**config.mk**
```make
export PLATFORM = sky130hd
export DESIGN_NAME = tfc_conflict_monitor
export DESIGN_NICKNAME = d
export VERILOG_FILES = /design/src/rtl/tfc_pkg.sv /design/src/rtl/tfc_flasher.sv /design/src/rtl/tfc_conflict_monitor.sv
export SDC_FILE = /design/constraint.sdc
export NUM_CORES = 1
export LEC_CHECK = 0
export ABC_CLOCK_PERIOD_IN_PS = 2000
export CORE_UTILIZATION = 53
export DETAILED_ROUTE_END_ITERATION = 12
export MAX_ROUTING_LAYER = met4
export PLACE_DENSITY_LB_ADDON = 0.05
export SYNTH_ARGS = -nofsm -noshare
export SYNTH_HDL_FRONTEND = slang
export SYNTH_SLANG_ARGS = --single-unit
```
**constraint.sdc**
```tcl
create_clock -name clk -period 2 [get_ports clk]
set_clock_uncertainty 0.15 [all_clocks]
set_input_delay 0.2 -clock clk [delete_from_list [all_inputs] [get_ports clk]]
set_output_delay 0.2 -clock clk [all_outputs]
set_load 0.005 [all_outputs]
```
**src/rtl/tfc_pkg.sv**
```systemverilog
// rtl/tfc_pkg.sv - shared light codes, fault codes and monitor state encoding
package tfc_pkg;

  localparam logic [1:0] RED          = 2'b00;
  localparam logic [1:0] GREEN        = 2'b01;
  localparam logic [1:0] YELLOW       = 2'b10;
  localparam logic [1:0] INVALID_DARK = 2'b11;

  localparam logic [2:0] FC_NONE     = 3'd0;
  localparam logic [2:0] FC_CONFLICT = 3'd1;
  localparam logic [2:0] FC_INVALID  = 3'd2;
  localparam logic [2:0] FC_SEQ      = 3'd3;
  localparam logic [2:0] FC_SHORT_Y  = 3'd4;
  localparam logic [2:0] FC_STUCK    = 3'd5;

  typedef enum logic [1:0] {
    INIT    = 2'd0,
    MONITOR = 2'd1,
    FAULT   = 2'd2
  } mon_state_e;

  // Only the three forbidden steps; moves into 11 are caught by the invalid check.
  function automatic logic illegal_step(input logic [1:0] prev, input logic [1:0] cur);
    return ((prev == GREEN)  && (cur == RED))    ||
           ((prev == RED)    && (cur == YELLOW)) ||
           ((prev == YELLOW) && (cur == GREEN));
  endfunction

endpackage

```
**src/rtl/tfc_flasher.sv**
```systemverilog
// rtl/tfc_flasher.sv - fault flash phase generator, phase 0 = RED, 1 = DARK
module tfc_flasher #(
  parameter int FLASH_HALF = 5
) (
  input  logic clk,
  input  logic rst_n,
  input  logic enable,
  output logic phase
);

  localparam int CW = $clog2(FLASH_HALF + 1);
  localparam logic [CW-1:0] HALF_LAST = CW'(FLASH_HALF - 1);

  logic [CW-1:0] cnt_q, cnt_d;
  logic          phase_q, phase_d;

  // Held in reset while disabled so every new fault starts on a full RED half.
  always_comb begin
    cnt_d   = cnt_q;
    phase_d = phase_q;
    if (!enable) begin
      cnt_d   = '0;
      phase_d = 1'b0;
    end else if (cnt_q == HALF_LAST) begin
      cnt_d   = '0;
      phase_d = ~phase_q;
    end else begin
      cnt_d = cnt_q + 1'b1;
    end
  end

  always_ff @(posedge clk or negedge rst_n) begin
    if (!rst_n) begin
      cnt_q   <= '0;
      phase_q <= 1'b0;
    end else begin
      cnt_q   <= cnt_d;
      phase_q <= phase_d;
    end
  end

  assign phase = phase_q;

endmodule

```
**src/rtl/tfc_conflict_monitor.sv**
```systemverilog
// rtl/tfc_conflict_monitor.sv - safety checker between the tfc and the lamp drivers
module tfc_conflict_monitor
  import tfc_pkg::*;
#(
  parameter int MIN_YELLOW  = 2,
  parameter int MAX_HOLD    = 64,
  parameter int STARTUP_CYC = 4,
  parameter int FLASH_HALF  = 5
) (
  input  logic       clk,
  input  logic       rst_n,
  input  logic [1:0] NS,
  input  logic [1:0] EW,
  input  logic       fault_clr,
  output logic [1:0] NS_out,
  output logic [1:0] EW_out,
  output logic       fault,
  output logic [2:0] fault_code,
  output logic       flash
);

  localparam int RW = $clog2(MAX_HOLD + 1);
  localparam int SW = $clog2(STARTUP_CYC + 1);
  localparam logic [RW-1:0] MAX_C      = RW'(MAX_HOLD);
  localparam logic [RW-1:0] MIN_Y_C    = RW'(MIN_YELLOW);
  localparam logic [SW-1:0] START_LAST = SW'(STARTUP_CYC - 1);

  mon_state_e    state_q, state_d;
  logic [SW-1:0] start_cnt_q, start_cnt_d;
  logic [1:0]    prev_ns_q, prev_ns_d, prev_ew_q, prev_ew_d;
  logic [RW-1:0] ns_run_q, ns_run_d, ew_run_q, ew_run_d;
  logic [1:0]    ns_out_q, ns_out_d, ew_out_q, ew_out_d;
  logic [2:0]    fault_code_q, fault_code_d;

  logic          conflict, invalid, seq_bad, short_y, stuck;
  logic [RW-1:0] ns_run_nxt, ew_run_nxt;
  logic [2:0]    viol_code;
  logic          flash_phase;

  always_comb begin
    conflict = (NS != RED) && (EW != RED);
    invalid  = (NS == INVALID_DARK) || (EW == INVALID_DARK);
    seq_bad  = illegal_step(prev_ns_q, NS) || illegal_step(prev_ew_q, EW);
    short_y  = ((prev_ns_q == YELLOW) && (NS != YELLOW) && (ns_run_q < MIN_Y_C)) ||
               ((prev_ew_q == YELLOW) && (EW != YELLOW) && (ew_run_q < MIN_Y_C));

    ns_run_nxt = (NS != prev_ns_q) ? RW'(1) : ((ns_run_q == MAX_C) ? MAX_C : ns_run_q + 1'b1);
    ew_run_nxt = (EW != prev_ew_q) ? RW'(1) : ((ew_run_q == MAX_C) ? MAX_C : ew_run_q + 1'b1);
    stuck      = (ns_run_nxt == MAX_C) || (ew_run_nxt == MAX_C);

    if (conflict)     viol_code = FC_CONFLICT;
    else if (invalid) viol_code = FC_INVALID;
    else if (seq_bad) viol_code = FC_SEQ;
    else if (short_y) viol_code = FC_SHORT_Y;
    else if (stuck)   viol_code = FC_STUCK;
    else              viol_code = FC_NONE;
  end

  always_comb begin
    state_d      = state_q;
    start_cnt_d  = start_cnt_q;
    prev_ns_d    = prev_ns_q;
    prev_ew_d    = prev_ew_q;
    ns_run_d     = ns_run_q;
    ew_run_d     = ew_run_q;
    ns_out_d     = RED;
    ew_out_d     = RED;
    fault_code_d = fault_code_q;

    unique case (state_q)
      INIT: begin
        if (start_cnt_q != START_LAST) start_cnt_d = start_cnt_q + 1'b1;
        if ((start_cnt_q == START_LAST) && !conflict && !invalid) begin
          state_d   = MONITOR;
          prev_ns_d = NS;
          prev_ew_d = EW;
          ns_run_d  = '0;
          ew_run_d  = '0;
        end
      end
      MONITOR: begin
        prev_ns_d = NS;
        prev_ew_d = EW;
        ns_run_d  = ns_run_nxt;
        ew_run_d  = ew_run_nxt;
        if (viol_code != FC_NONE) begin
          state_d      = FAULT;
          fault_code_d = viol_code;
        end else begin
          ns_out_d = NS;
          ew_out_d = EW;
        end
      end
      FAULT: begin
        start_cnt_d = '0;
        ns_run_d    = '0;
        ew_run_d    = '0;
        if (fault_clr && (NS == RED) && (EW == RED)) begin
          state_d      = INIT;
          fault_code_d = FC_NONE;
        end
      end
      default: state_d = INIT;
    endcase
  end

  always_ff @(posedge clk or negedge rst_n) begin
    if (!rst_n) begin
      state_q      <= INIT;
      start_cnt_q  <= '0;
      prev_ns_q    <= RED;
      prev_ew_q    <= RED;
      ns_run_q     <= '0;
      ew_run_q     <= '0;
      ns_out_q     <= RED;
      ew_out_q     <= RED;
      fault_code_q <= FC_NONE;
    end else begin
      state_q      <= state_d;
      start_cnt_q  <= start_cnt_d;
      prev_ns_q    <= prev_ns_d;
      prev_ew_q    <= prev_ew_d;
      ns_run_q     <= ns_run_d;
      ew_run_q     <= ew_run_d;
      ns_out_q     <= ns_out_d;
      ew_out_q     <= ew_out_d;
      fault_code_q <= fault_code_d;
    end
  end

  tfc_flasher #(.FLASH_HALF(FLASH_HALF)) u_flasher (
    .clk    (clk),
    .rst_n  (rst_n),
    .enable (state_q == FAULT),
    .phase  (flash_phase)
  );

  // In FAULT the lamps follow the flasher; ns_out_q is RED there so the first cycle is RED.
  assign flash      = (state_q == FAULT);
  assign fault      = (state_q == FAULT);
  assign fault_code = fault_code_q;
  assign NS_out     = flash ? (flash_phase ? INVALID_DARK : RED) : ns_out_q;
  assign EW_out     = flash ? (flash_phase ? INVALID_DARK : RED) : ew_out_q;

endmodule
```
==> impl_metrics.env <==
export IMPL_status="finished with violations"
export IMPL_violations="setup timing"
export IMPL_ys_flop_type="dfrtp_1"
export IMPL_rsz0062_at_grt="yes"
export IMPL_num_io_pins=16
export IMPL_clk_latency_ps=290
export IMPL_p_switching_w=0.0009860
export IMPL_first_pass_iters=4
export IMPL_synth_area_leader_cell="dfrtp_1"
export IMPL_drt_iter0_markers=89
export IMPL_routed_wl_um=4821
export IMPL_hold_slack_ps=174.5
export IMPL_ir_drop_uv=644.3
export IMPL_fin_ws_ps=-140.6
export IMPL_netlist_instances=241
export IMPL_synth_simple_gate_area_share_pct=23.78
export IMPL_seq_area_frac_synth_pct=38.51
export IMPL_avgSynthCellArea_um2=9.169
export IMPL_grt_first_pass_wirelength_um=8217
export IMPL_cts_path_max_buffers=2
export IMPL_diodes=0
export IMPL_tightest_slew_ps=430.6
export IMPL_muxShareOfSynthArea_pct=3.398
export IMPL_r2r_slack_ps=-140
export IMPL_syn_nets=256
export IMPL_cts_hold_buf=0
export IMPL_cp_start_kind="flip-flop"
export IMPL_synth_top_cell_area_share_pct=38.51
export IMPL_rr_startpoint="ns_run_q[1]"
export IMPL_grt_pass1_vias=1789
export IMPL_drc=0
export IMPL_core_um2=4000
export IMPL_path_max_fanout=5
export IMPL_synth_xor_area_share_pct=4.757
export IMPL_netlist_area_um2=2210
export IMPL_slew_headroom_pct=71.29
export IMPL_synth_seq_cells=34
export IMPL_grt_usage_pct=24.98
export IMPL_yosys_warnings=0
export IMPL_fin_crit_sh_pct=107.0
export IMPL_numPlacedInstances=335
export IMPL_synth_common_cells="dfrtp_1, nand2_1, nor2_1, inv_1, o21ai_0"
export IMPL_startpoint="ns_run_q[1]"
export IMPL_ant_nets=0
export IMPL_cp_required_ps=2030
export IMPL_hpwl_um=3528
export IMPL_clock_fmax_mhz=467.2
export IMPL_cts_tree="built"
export IMPL_clock_root_buffer="clkbuf_8"
export IMPL_synthAdderAreaFrac_pct=4.983
export IMPL_critPathKind="flip-flop to flip-flop"
export IMPL_pwr_share_clk_pct=26.4
export IMPL_fp_row_count=23
export IMPL_power_density_nw_per_um2=1003
export IMPL_synth_area_top_cells="dfrtp_1, nand2_1, ha_1"
export IMPL_cts_clk_slew_worst_paths_ps=80
export IMPL_hold_viol=0
export IMPL_synth_top_family_by_area="simple AND/OR/NAND/NOR gates"
export IMPL_pwr_share_seq_pct=34.1
export IMPL_die_h_um=66.57
export IMPL_viasPerCell=5.406
export IMPL_die_area_um2=4432
export IMPL_reg2reg_depth=8
export IMPL_r2r_end="ew_out_q[0]"
export IMPL_grt_ovfl_total=0
export IMPL_p_int_w=0.001924
export IMPL_final_nets=314
export IMPL_crit_arrival_ps=2170
export IMPL_area_growth_syn_to_layout_pct=31.37
export IMPL_via_count=1892
export IMPL_synth_compound_area_share_pct=18.35
export IMPL_final_cells=350
export IMPL_routedWlPerCell_um=13.77
export IMPL_antenna_found_initial=0
export IMPL_worstSetupEndpoint="ew_out_q[0]"
export IMPL_drive_above_1_share_pct=30.00
export IMPL_combinationalPowerShare_pct=39.5
export IMPL_die_w_um=66.57
export IMPL_period_minus_slack_ps=2141
export IMPL_htreeDepth=2
export IMPL_synth_async_reset_ratio_pct=100.0
export IMPL_port_buffers=15
export IMPL_cts_buffers=5
export IMPL_cts_sinks=34
export IMPL_yosysUniqueCellTypes=54
export IMPL_swShare_pct=33.88
export IMPL_gp_congestion=0.8311
export IMPL_cap_viol_max_count=0
export IMPL_hold_class="input port to async pin"
export IMPL_initial_core_util_pct=55.24
export IMPL_synth_edff_count=0
export IMPL_setup_violations=12
export IMPL_crit_path_end_kind="flip-flop"
export IMPL_grt_max_degree=35
export IMPL_leakage_nw=1.315
export IMPL_slew_viol_final=0
export IMPL_synth_most_common_cell="dfrtp_1"
export IMPL_fin_util_pct=72.57
[worst min-delay path by stage]
| stage | start | slack, ps | to | cells after the start |
|---|---|---|---|---|
| 2_1_floorplan | rst_n | -250 | ew_out_q[0] | 0 |
| 3_3_place_gp | start_cnt_q[2] | 350 | start_cnt_q[2] | 2 |
| 3_5_place_dp | start_cnt_q[1] | 360 | start_cnt_q[1] | 2 |
| 4_1_cts | rst_n | 180 | u_flasher.cnt_q[2] | 2 |
| 5_1_grt | rst_n | 210 | u_flasher.phase | 2 |
| 6_report | rst_n | 170 | u_flasher.phase | 2 |
[what timing repair did]
| item | in CTS | in global routing |
|---|---|---|
| pin swaps | 8 | 4 |
| hold endpoints to repair | 0 | 0 |
| buffers inserted | 3 | 4 |
| gates resized for setup | 10 | 7 |
| setup endpoints to repair | 19 | 31 |
[state kept, by name, indices dropped and copies added, names as in the netlist]
signal,flops
fault_code,3
ns_out_q,2
u_flasher.phase,1
ew_run_q,7
prev_ns_q,2
start_cnt_q,3
prev_ew_q,2
state_q,2
ew_out_q,2
ns_run_q,7
u_flasher.cnt_q,3
[layer usage]
layer | up-vias | share of wire (%) | GRT usage (%)
met1 | 871 | 51 | 34.29
met2 | 32 | 45 | 36.24
met3 | 8 | 2.4 | 4.795
met4 | 0 | 1.5 | 9.309
met5 | - | 0 | -
li1 | 981 | - | -
[stage by stage]
stage	power (W)	TNS (ps)	instance area, um^2	setup slack [ps]
2_1_floorplan	0.001619	0	2215	30.57
3_3_place_gp	0.002068	-6185	2661	-283.6
3_5_place_dp	0.002092	-6832	2661	-327.2
4_1_cts	0.002897	-868.6	2850	-143.7
5_1_grt	0.003102	-2601	2903	-215.9
6_report	0.002910	-1062	2903	-140.6
[worst max-delay path, stage by stage (launching register included)]
cell      delay (ps)
dfrtp_2          450
ha_4             170
or2b_1           220
mux2i_1          190
a221oi_2         110
o32ai_4          370
buf_4            190
nor4_4            40
and2_1           150
[cell type report]
type                    instances  area (um^2)
multi-input cells             181         1271
flip-flops and latches         34        857.1
clock buffers                   5        68.82
fillers                       316         1097
well taps                      50        62.56
clock inverters                 3        68.82
repair buffers                 66        533.0
inverters                      11        41.29
[power groups by stage]
stage | Clock, W | Sequential [W] | Combinational [W]
CTS | 0.000786 | 0.000987 | 0.00112
floorplan | 0 | 0.000951 | 0.000667
finish | 0.000770 | 0.000992 | 0.00115
global placement | 0 | 0.000987 | 0.00108
detailed placement | 0 | 0.000991 | 0.00110
global route | 0.000815 | 0.00101 | 0.00127
[logic make-up after synthesis]
group	after synthesis
AND/OR/NAND/NOR	96
AO/OA/AOI/OAI	57
flip-flops	34
buffers and inverters	26
XOR/XNOR	12
adder cells (fa/ha/maj)	9
multiplexers	7
[layout by cell type (no fill, tap or decap), types with 6 or more instances in the layout]
| cell | instances |
|---|---|
| a21oi_1 | 7 |
| o21ai_1 | 7 |
| inv_1 | 11 |
| nor2_1 | 17 |
| nand2_1 | 31 |
| xnor2_1 | 6 |
| dfrtp_1 | 29 |
| o21ai_0 | 11 |
| ha_1 | 6 |
| xor2_1 | 6 |
| clkdlybuf4s50_1 | 12 |
| buf_4 | 51 |
(Power assumes the default switching activity.)
